===== src/rtl/controls_w.sv =====
// rtl/controls_w.sv - writeback-stage regfile write sequencer with a pending multdiv result FIFO
// Optional feature macro: WB_STATUS_EN (overflow / multdiv exceptions write rstatus codes to r30).
module controls_w #(
  parameter int MD_DEPTH   = 2,
  parameter int STARVE_MAX = 3
) (
  input  logic        clock,
  input  logic        reset_n,
  input  logic        w_valid,
  input  logic [4:0]  w_opcode,
  input  logic [4:0]  w_aluop,
  input  logic [4:0]  w_rd,
  input  logic [31:0] w_alu_result,
  input  logic [31:0] w_mem_data,
  input  logic [31:0] w_pc_plus1,
  input  logic [26:0] w_target,
  input  logic        w_ovf,
  input  logic        md_valid,
  input  logic [4:0]  md_rd,
  input  logic [31:0] md_result,
  input  logic        md_exc,
  input  logic        md_is_div,
  output logic        md_ready,
  output logic        w_stall,
  output logic        wr_en,
  output logic [4:0]  wr_reg,
  output logic [31:0] wr_data
);

  localparam int PTR_W = (MD_DEPTH > 1) ? $clog2(MD_DEPTH) : 1;
  localparam int CNT_W = $clog2(MD_DEPTH + 1);
  localparam int STV_W = (STARVE_MAX > 0) ? $clog2(STARVE_MAX + 1) : 1;

  localparam logic [4:0] OP_RTYPE = 5'b00000;
  localparam logic [4:0] OP_ADDI  = 5'b00101;
  localparam logic [4:0] OP_LW    = 5'b01000;
  localparam logic [4:0] OP_JAL   = 5'b00011;
  localparam logic [4:0] OP_SETX  = 5'b10101;
  localparam logic [4:0] ALU_ADD  = 5'b00000;
  localparam logic [4:0] ALU_SUB  = 5'b00001;
  localparam logic [4:0] ALU_MUL  = 5'b00110;
  localparam logic [4:0] ALU_DIV  = 5'b00111;
  localparam logic [4:0] REG_RA   = 5'd31;
  localparam logic [4:0] REG_STAT = 5'd30;

  logic [4:0]       r_fifo_rd   [MD_DEPTH];
  logic [31:0]      r_fifo_data [MD_DEPTH];
  logic             r_fifo_exc  [MD_DEPTH];
  logic             r_fifo_div  [MD_DEPTH];
  logic [PTR_W-1:0] r_rd_ptr;
  logic [PTR_W-1:0] r_wr_ptr;
  logic [CNT_W-1:0] r_count;
  logic [STV_W-1:0] r_starve;

  logic        w_dec_wr;
  logic [4:0]  w_dec_rd;
  logic [31:0] w_dec_data;
  logic        w_w_wants;
  logic [4:0]  w_head_rd;
  logic [31:0] w_head_data;
  logic        w_empty;
  logic        w_full;
  logic        w_force;
  logic        w_pop;
  logic        w_push;
  logic        w_take_w;

  // W-stage decode: destination and data source of the write, if any.
  always_comb begin
    w_dec_wr   = 1'b0;
    w_dec_rd   = w_rd;
    w_dec_data = w_alu_result;
    if (w_valid) begin
      case (w_opcode)
        OP_RTYPE: w_dec_wr = (w_aluop != ALU_MUL) && (w_aluop != ALU_DIV);
        OP_ADDI:  w_dec_wr = 1'b1;
        OP_LW: begin
          w_dec_wr   = 1'b1;
          w_dec_data = w_mem_data;
        end
        OP_JAL: begin
          w_dec_wr   = 1'b1;
          w_dec_rd   = REG_RA;
          w_dec_data = w_pc_plus1;
        end
        OP_SETX: begin
          w_dec_wr   = 1'b1;
          w_dec_rd   = REG_STAT;
          w_dec_data = {5'd0, w_target};
        end
        default: w_dec_wr = 1'b0;
      endcase
`ifdef WB_STATUS_EN
      if (w_ovf) begin
        if (w_opcode == OP_RTYPE && w_aluop == ALU_ADD) begin
          w_dec_rd   = REG_STAT;
          w_dec_data = 32'd1;
        end else if (w_opcode == OP_ADDI) begin
          w_dec_rd   = REG_STAT;
          w_dec_data = 32'd2;
        end else if (w_opcode == OP_RTYPE && w_aluop == ALU_SUB) begin
          w_dec_rd   = REG_STAT;
          w_dec_data = 32'd3;
        end
      end
`endif
    end
  end

  // A write to r0 is a no-op, so it never competes for the port or stalls W.
  assign w_w_wants = w_dec_wr && (w_dec_rd != 5'd0);

  always_comb begin
    w_head_rd   = r_fifo_rd[r_rd_ptr];
    w_head_data = r_fifo_data[r_rd_ptr];
`ifdef WB_STATUS_EN
    if (r_fifo_exc[r_rd_ptr]) begin
      w_head_rd   = REG_STAT;
      w_head_data = r_fifo_div[r_rd_ptr] ? 32'd5 : 32'd4;
    end
`endif
  end

`ifndef WB_STATUS_EN
  logic w_unused_status;
  assign w_unused_status = w_ovf ^ r_fifo_exc[r_rd_ptr] ^ r_fifo_div[r_rd_ptr];
`endif

  assign w_empty  = (r_count == '0);
  assign w_full   = (r_count == CNT_W'(MD_DEPTH));
  assign w_force  = !w_empty && ((r_starve == STV_W'(STARVE_MAX)) || (w_full && w_w_wants));
  assign w_pop    = w_force || (!w_empty && !w_w_wants);
  assign w_take_w = !w_force && w_w_wants;
  assign w_stall  = w_force && w_w_wants;
  assign md_ready = !w_full;
  assign w_push   = md_valid && md_ready;

  // Entry storage needs no reset: the count/pointers alone define validity.
  always_ff @(posedge clock) begin
    if (w_push) begin
      r_fifo_rd[r_wr_ptr]   <= md_rd;
      r_fifo_data[r_wr_ptr] <= md_result;
      r_fifo_exc[r_wr_ptr]  <= md_exc;
      r_fifo_div[r_wr_ptr]  <= md_is_div;
    end
  end

  always_ff @(posedge clock or negedge reset_n) begin
    if (!reset_n) begin
      r_rd_ptr <= '0;
      r_wr_ptr <= '0;
      r_count  <= '0;
      r_starve <= '0;
      wr_en    <= 1'b0;
      wr_reg   <= 5'd0;
      wr_data  <= 32'd0;
    end else begin
      if (w_push)
        r_wr_ptr <= (r_wr_ptr == PTR_W'(MD_DEPTH - 1)) ? '0 : r_wr_ptr + 1'b1;
      if (w_pop)
        r_rd_ptr <= (r_rd_ptr == PTR_W'(MD_DEPTH - 1)) ? '0 : r_rd_ptr + 1'b1;
      r_count <= r_count + CNT_W'(w_push) - CNT_W'(w_pop);

      if (w_pop || w_empty)
        r_starve <= '0;
      else if (w_take_w && r_starve != STV_W'(STARVE_MAX))
        r_starve <= r_starve + 1'b1;

      if (w_pop) begin
        wr_en   <= (w_head_rd != 5'd0);
        wr_reg  <= w_head_rd;
        wr_data <= w_head_data;
      end else if (w_take_w) begin
        wr_en   <= 1'b1;
        wr_reg  <= w_dec_rd;
        wr_data <= w_dec_data;
      end else begin
        wr_en   <= 1'b0;
      end
    end
  end

endmodule


===== config.mk =====
export PLATFORM = sky130hd
export DESIGN_NAME = controls_w
export DESIGN_NICKNAME = d
export VERILOG_FILES = /design/src/rtl/controls_w.sv
export SDC_FILE = /design/constraint.sdc
export NUM_CORES = 1
export LEC_CHECK = 0
export ABC_CLOCK_PERIOD_IN_PS = 2600
export BUFFER_PORTS_ARGS = -buffer_cell sky130_fd_sc_hd__buf_2
export CORE_MARGIN = 2
export CORE_UTILIZATION = 45
export DETAILED_ROUTE_END_ITERATION = 6
export PLACE_DENSITY = 0.74
export SYNTH_ARGS = -nofsm -noshare
export SYNTH_HDL_FRONTEND = slang
export SYNTH_SLANG_ARGS = --single-unit

===== constraint.sdc =====
create_clock -name clock -period 2.6 [get_ports clock]
set_clock_uncertainty 0.1 [all_clocks]
set_input_delay 0.39 -clock clock [delete_from_list [all_inputs] [get_ports clock]]
set_output_delay 0.39 -clock clock [all_outputs]
set_load 0.005 [all_outputs]

==> metrics.yaml <==
synth:
  syn_inst: 484
  synth-adder-area-share: 0.00627
  synth_top_family_by_area: "compound AO/OA/AOI/OAI gates"
  yosysSeqAreaShare: 0.555
  synth.distinct_cells: 47
  async_flop_share: 0.373
  synth_xor_area_frac: 0.00585
  ys_warn_count: 0
  syn_nets: 669
  synth_compound_area_frac: 0.167
  synthMuxAreaShare: 0.116
  ys_seq_elements: 118
  avgSynthCellArea_um2: 12.4
  synth_flop_cell: "edfxtp_1"
  yosys.area_share.simple: 0.110
  synth_edf_count: 74
  syn_area_um2: 5990
floorplan:
  fp-row-count: 42
  die_height_um: 119
  initial_core_util: 0.456
  fp.coreArea_um2: 13100
  io_pins: 222
  dieArea_um2: 14200
  die_w_um: 119
worst_hold_path:
  hold_start: "md_result[8]"
  min_to: "r_fifo_data[0][8]"
  whs_path_depth: 1
  hold_class: "in -> reg"
global_routing:
  grt_pass1_vias: 5465
  grt_antenna_before_repair: 3
  grt_max_degree: 76
  grt_pass1_wl_mm: 27.7
  track_usage: 0.257
  grt_overflow: 0
cells_and_area:
  final_common_cell: "buf_2"
  area_delta_synth_final_pct: 35.0
  largest_reg_flops: 64
  top_register: "r_fifo_data"
  final_cell_mix: "buf_2 (217), edfxtp_1 (74), mux2i_1 (68), dfrtp_1 (43), nor2_1 (36)"
  drive_above_1_share: 0.411
  fin_nets: 899
  reg_top3: "r_fifo_data: 64 flops, wr_data: 32 flops, r_fifo_rd: 10 flops"
  fin_area_um2: 8080
pwr:
  seqPwrFrac: 0.380
  switching_share: 0.340
  power.switching_mw: 2.73
  vdd_ir_drop_max_mv: 0.590
  power.leakage_nw: 3.51
  clockPowerShare: 0.272
  p_per_area_nw_per_um2: 992
  combPwrFrac: 0.348
  p_int_mw: 5.29
clocking:
  insertion_delay_ns: 0.41
  path_clk_slew_ns: 0.05
  root_buffer: "clkbuf_16"
  cts_tree: "yes"
  cts.sinks: 118
  numCtsBuffers: 17
  clockBufferDepth: 2
  h-tree-depth: 4
worst_setup_path:
  worstPathArrival_ns: 1.84
  criticalPathCategory: "in -> out"
  reg2reg_setup_slack_ns: 0.63
  cp_max_fo: 4
  timing.rr.end: "r_count[1]"
  cp-startpoint: "w_opcode[4]"
  cp-start-kind: "primary input"
  reg2regPathDepth: 9
  end_kind: "primary output"
  r2r-start: "r_starve[0]"
  cp.required_ns: 2.11
sta:
  slew_headroom: 0.512
  slew_violations: 0
  clock.fmax_mhz: 429
  worstMarginPinSlew_ns: 0.732
  hold_viol_final: 0
  fin_tns_setup_ns: 0
  rsz0062_at_grt: "false"
  fin_crit_sh: 0.898
  hold_ws_ns: 0.0674
  setup_viol: 0
  min_period_ns: 2.33
flow_run:
  cap_violations: 0
outcome:
  outcome: "completed"
drt:
  ant_nets: 0
  drtPass1Iterations: 7
  routed-via-count: 5280
  drt-initial-drc-count: 385
  wl_per_cell_um: 19.7
  vias_per_cell: 5.83
  drc_errors: 0
  routed_wirelength_mm: 17.9
place:
  finalWeightedCongestion: 0.920
  portBuffers: 217
  hpwl_mm: 12.5
  place_area_um2: 7520
## critical path, stage by stage
cell	delay [ns]
buf_2	0.12
or3b_4	0.41
a21o_1	0.22
a22o_4	0.26
buf_4	0.16
a21oi_1	0.15
buf_2	0.14
## cell families after synthesis
kind of cell             Yosys count
XOR/XNOR                           4
AND/OR/NAND/NOR                  125
flip-flops                       118
buffers and inverters             44
adder cells (fa/ha/maj)            3
multiplexers                      69
AO/OA/AOI/OAI                    121
## stage by stage
step                      worst slack [ns]   util  total power [mW]  std cells
after floorplan                    -0.0130      -              4.77        484
after global placement              0.0354  0.572              5.74        870
after detailed placement            0.0888  0.572              5.88        870
after CTS                            0.248  0.615              8.07        903
after global routing                 0.174  0.615              8.48        905
final                                0.266  0.615              8.02        906
## layout make-up
type / instances / area [µm²]
timing repair buffer: 253 / 1480
fill: 1080 / 5050
clock buffer: 19 / 433
antenna: 3 / 7.51
tap: 176 / 220
inverter: 2 / 10.0
sequential: 118 / 3320
multi-input combinational: 322 / 2490
clock inverter: 13 / 114
## Yosys cell counts, types with 2 or more instances
| cell | n | share of area |
|---|---|---|
| o211ai_1 | 2 | 0.0025 |
| o21ai_0 | 4 | 0.0033 |
| a32o_1 | 2 | 0.0033 |
| and2_1 | 2 | 0.0021 |
| ha_1 | 3 | 0.0063 |
| mux2i_1 | 68 | 0.11 |
| o22ai_1 | 2 | 0.0021 |
| buf_2 | 7 | 0.0059 |
| buf_4 | 9 | 0.011 |
| nor2_1 | 39 | 0.024 |
| nand3b_1 | 2 | 0.0025 |
| xnor2_1 | 4 | 0.0059 |
| nand4_1 | 2 | 0.0021 |
| clkbuf_1 | 18 | 0.011 |
| edfxtp_1 | 74 | 0.37 |
| a21oi_1 | 3 | 0.0025 |
| a311oi_1 | 32 | 0.047 |
| a31oi_1 | 33 | 0.034 |
| buf_1 | 4 | 0.0025 |
| a22o_1 | 5 | 0.0073 |
| o21ai_1 | 3 | 0.0025 |
| buf_6 | 4 | 0.0075 |
| and3_1 | 28 | 0.029 |
| inv_1 | 2 | 0.0013 |
| nand2_1 | 3 | 0.0019 |
| a21o_1 | 3 | 0.0038 |
| nand2b_1 | 3 | 0.0031 |
| a221o_1 | 27 | 0.045 |
| dfrtp_1 | 44 | 0.18 |
| nand3_1 | 35 | 0.029 |
## what timing repair did
item                      in CTS  in global routing
hold endpoints to repair      27                  0
hold buffers                   1                  0
setup buffers                  0                  0
resized for setup              0                  0
## routing by layer
metal,up-vias,global-route usage,share of wire
li1,2419,-,-
met3,33,0.0704,0.076
met5,-,0,0
met4,0,0.0912,0.022
met1,2562,0.310,0.40
met2,266,0.443,0.50
## how the worst max path moves through the flow
| stage | endpoint |
|---|---|
| floorplan | r_count[1] |
| global route | w_stall |
| finish | w_stall |
| detailed placement | r_count[1] |
| global placement | r_count[1] |
| CTS | w_stall |
## power groups by stage
stage          Sequential, mW  Clock [mW]  Combinational [mW]
6_report                 3.05        2.18                2.79
5_1_grt                  3.11        2.29                3.07
3_5_place_dp             3.07           0                2.81
3_3_place_gp             3.03           0                2.70
2_1_floorplan            2.99           0                1.78
4_1_cts                  3.04        2.21                2.83
(Power assumes the default switching activity.)
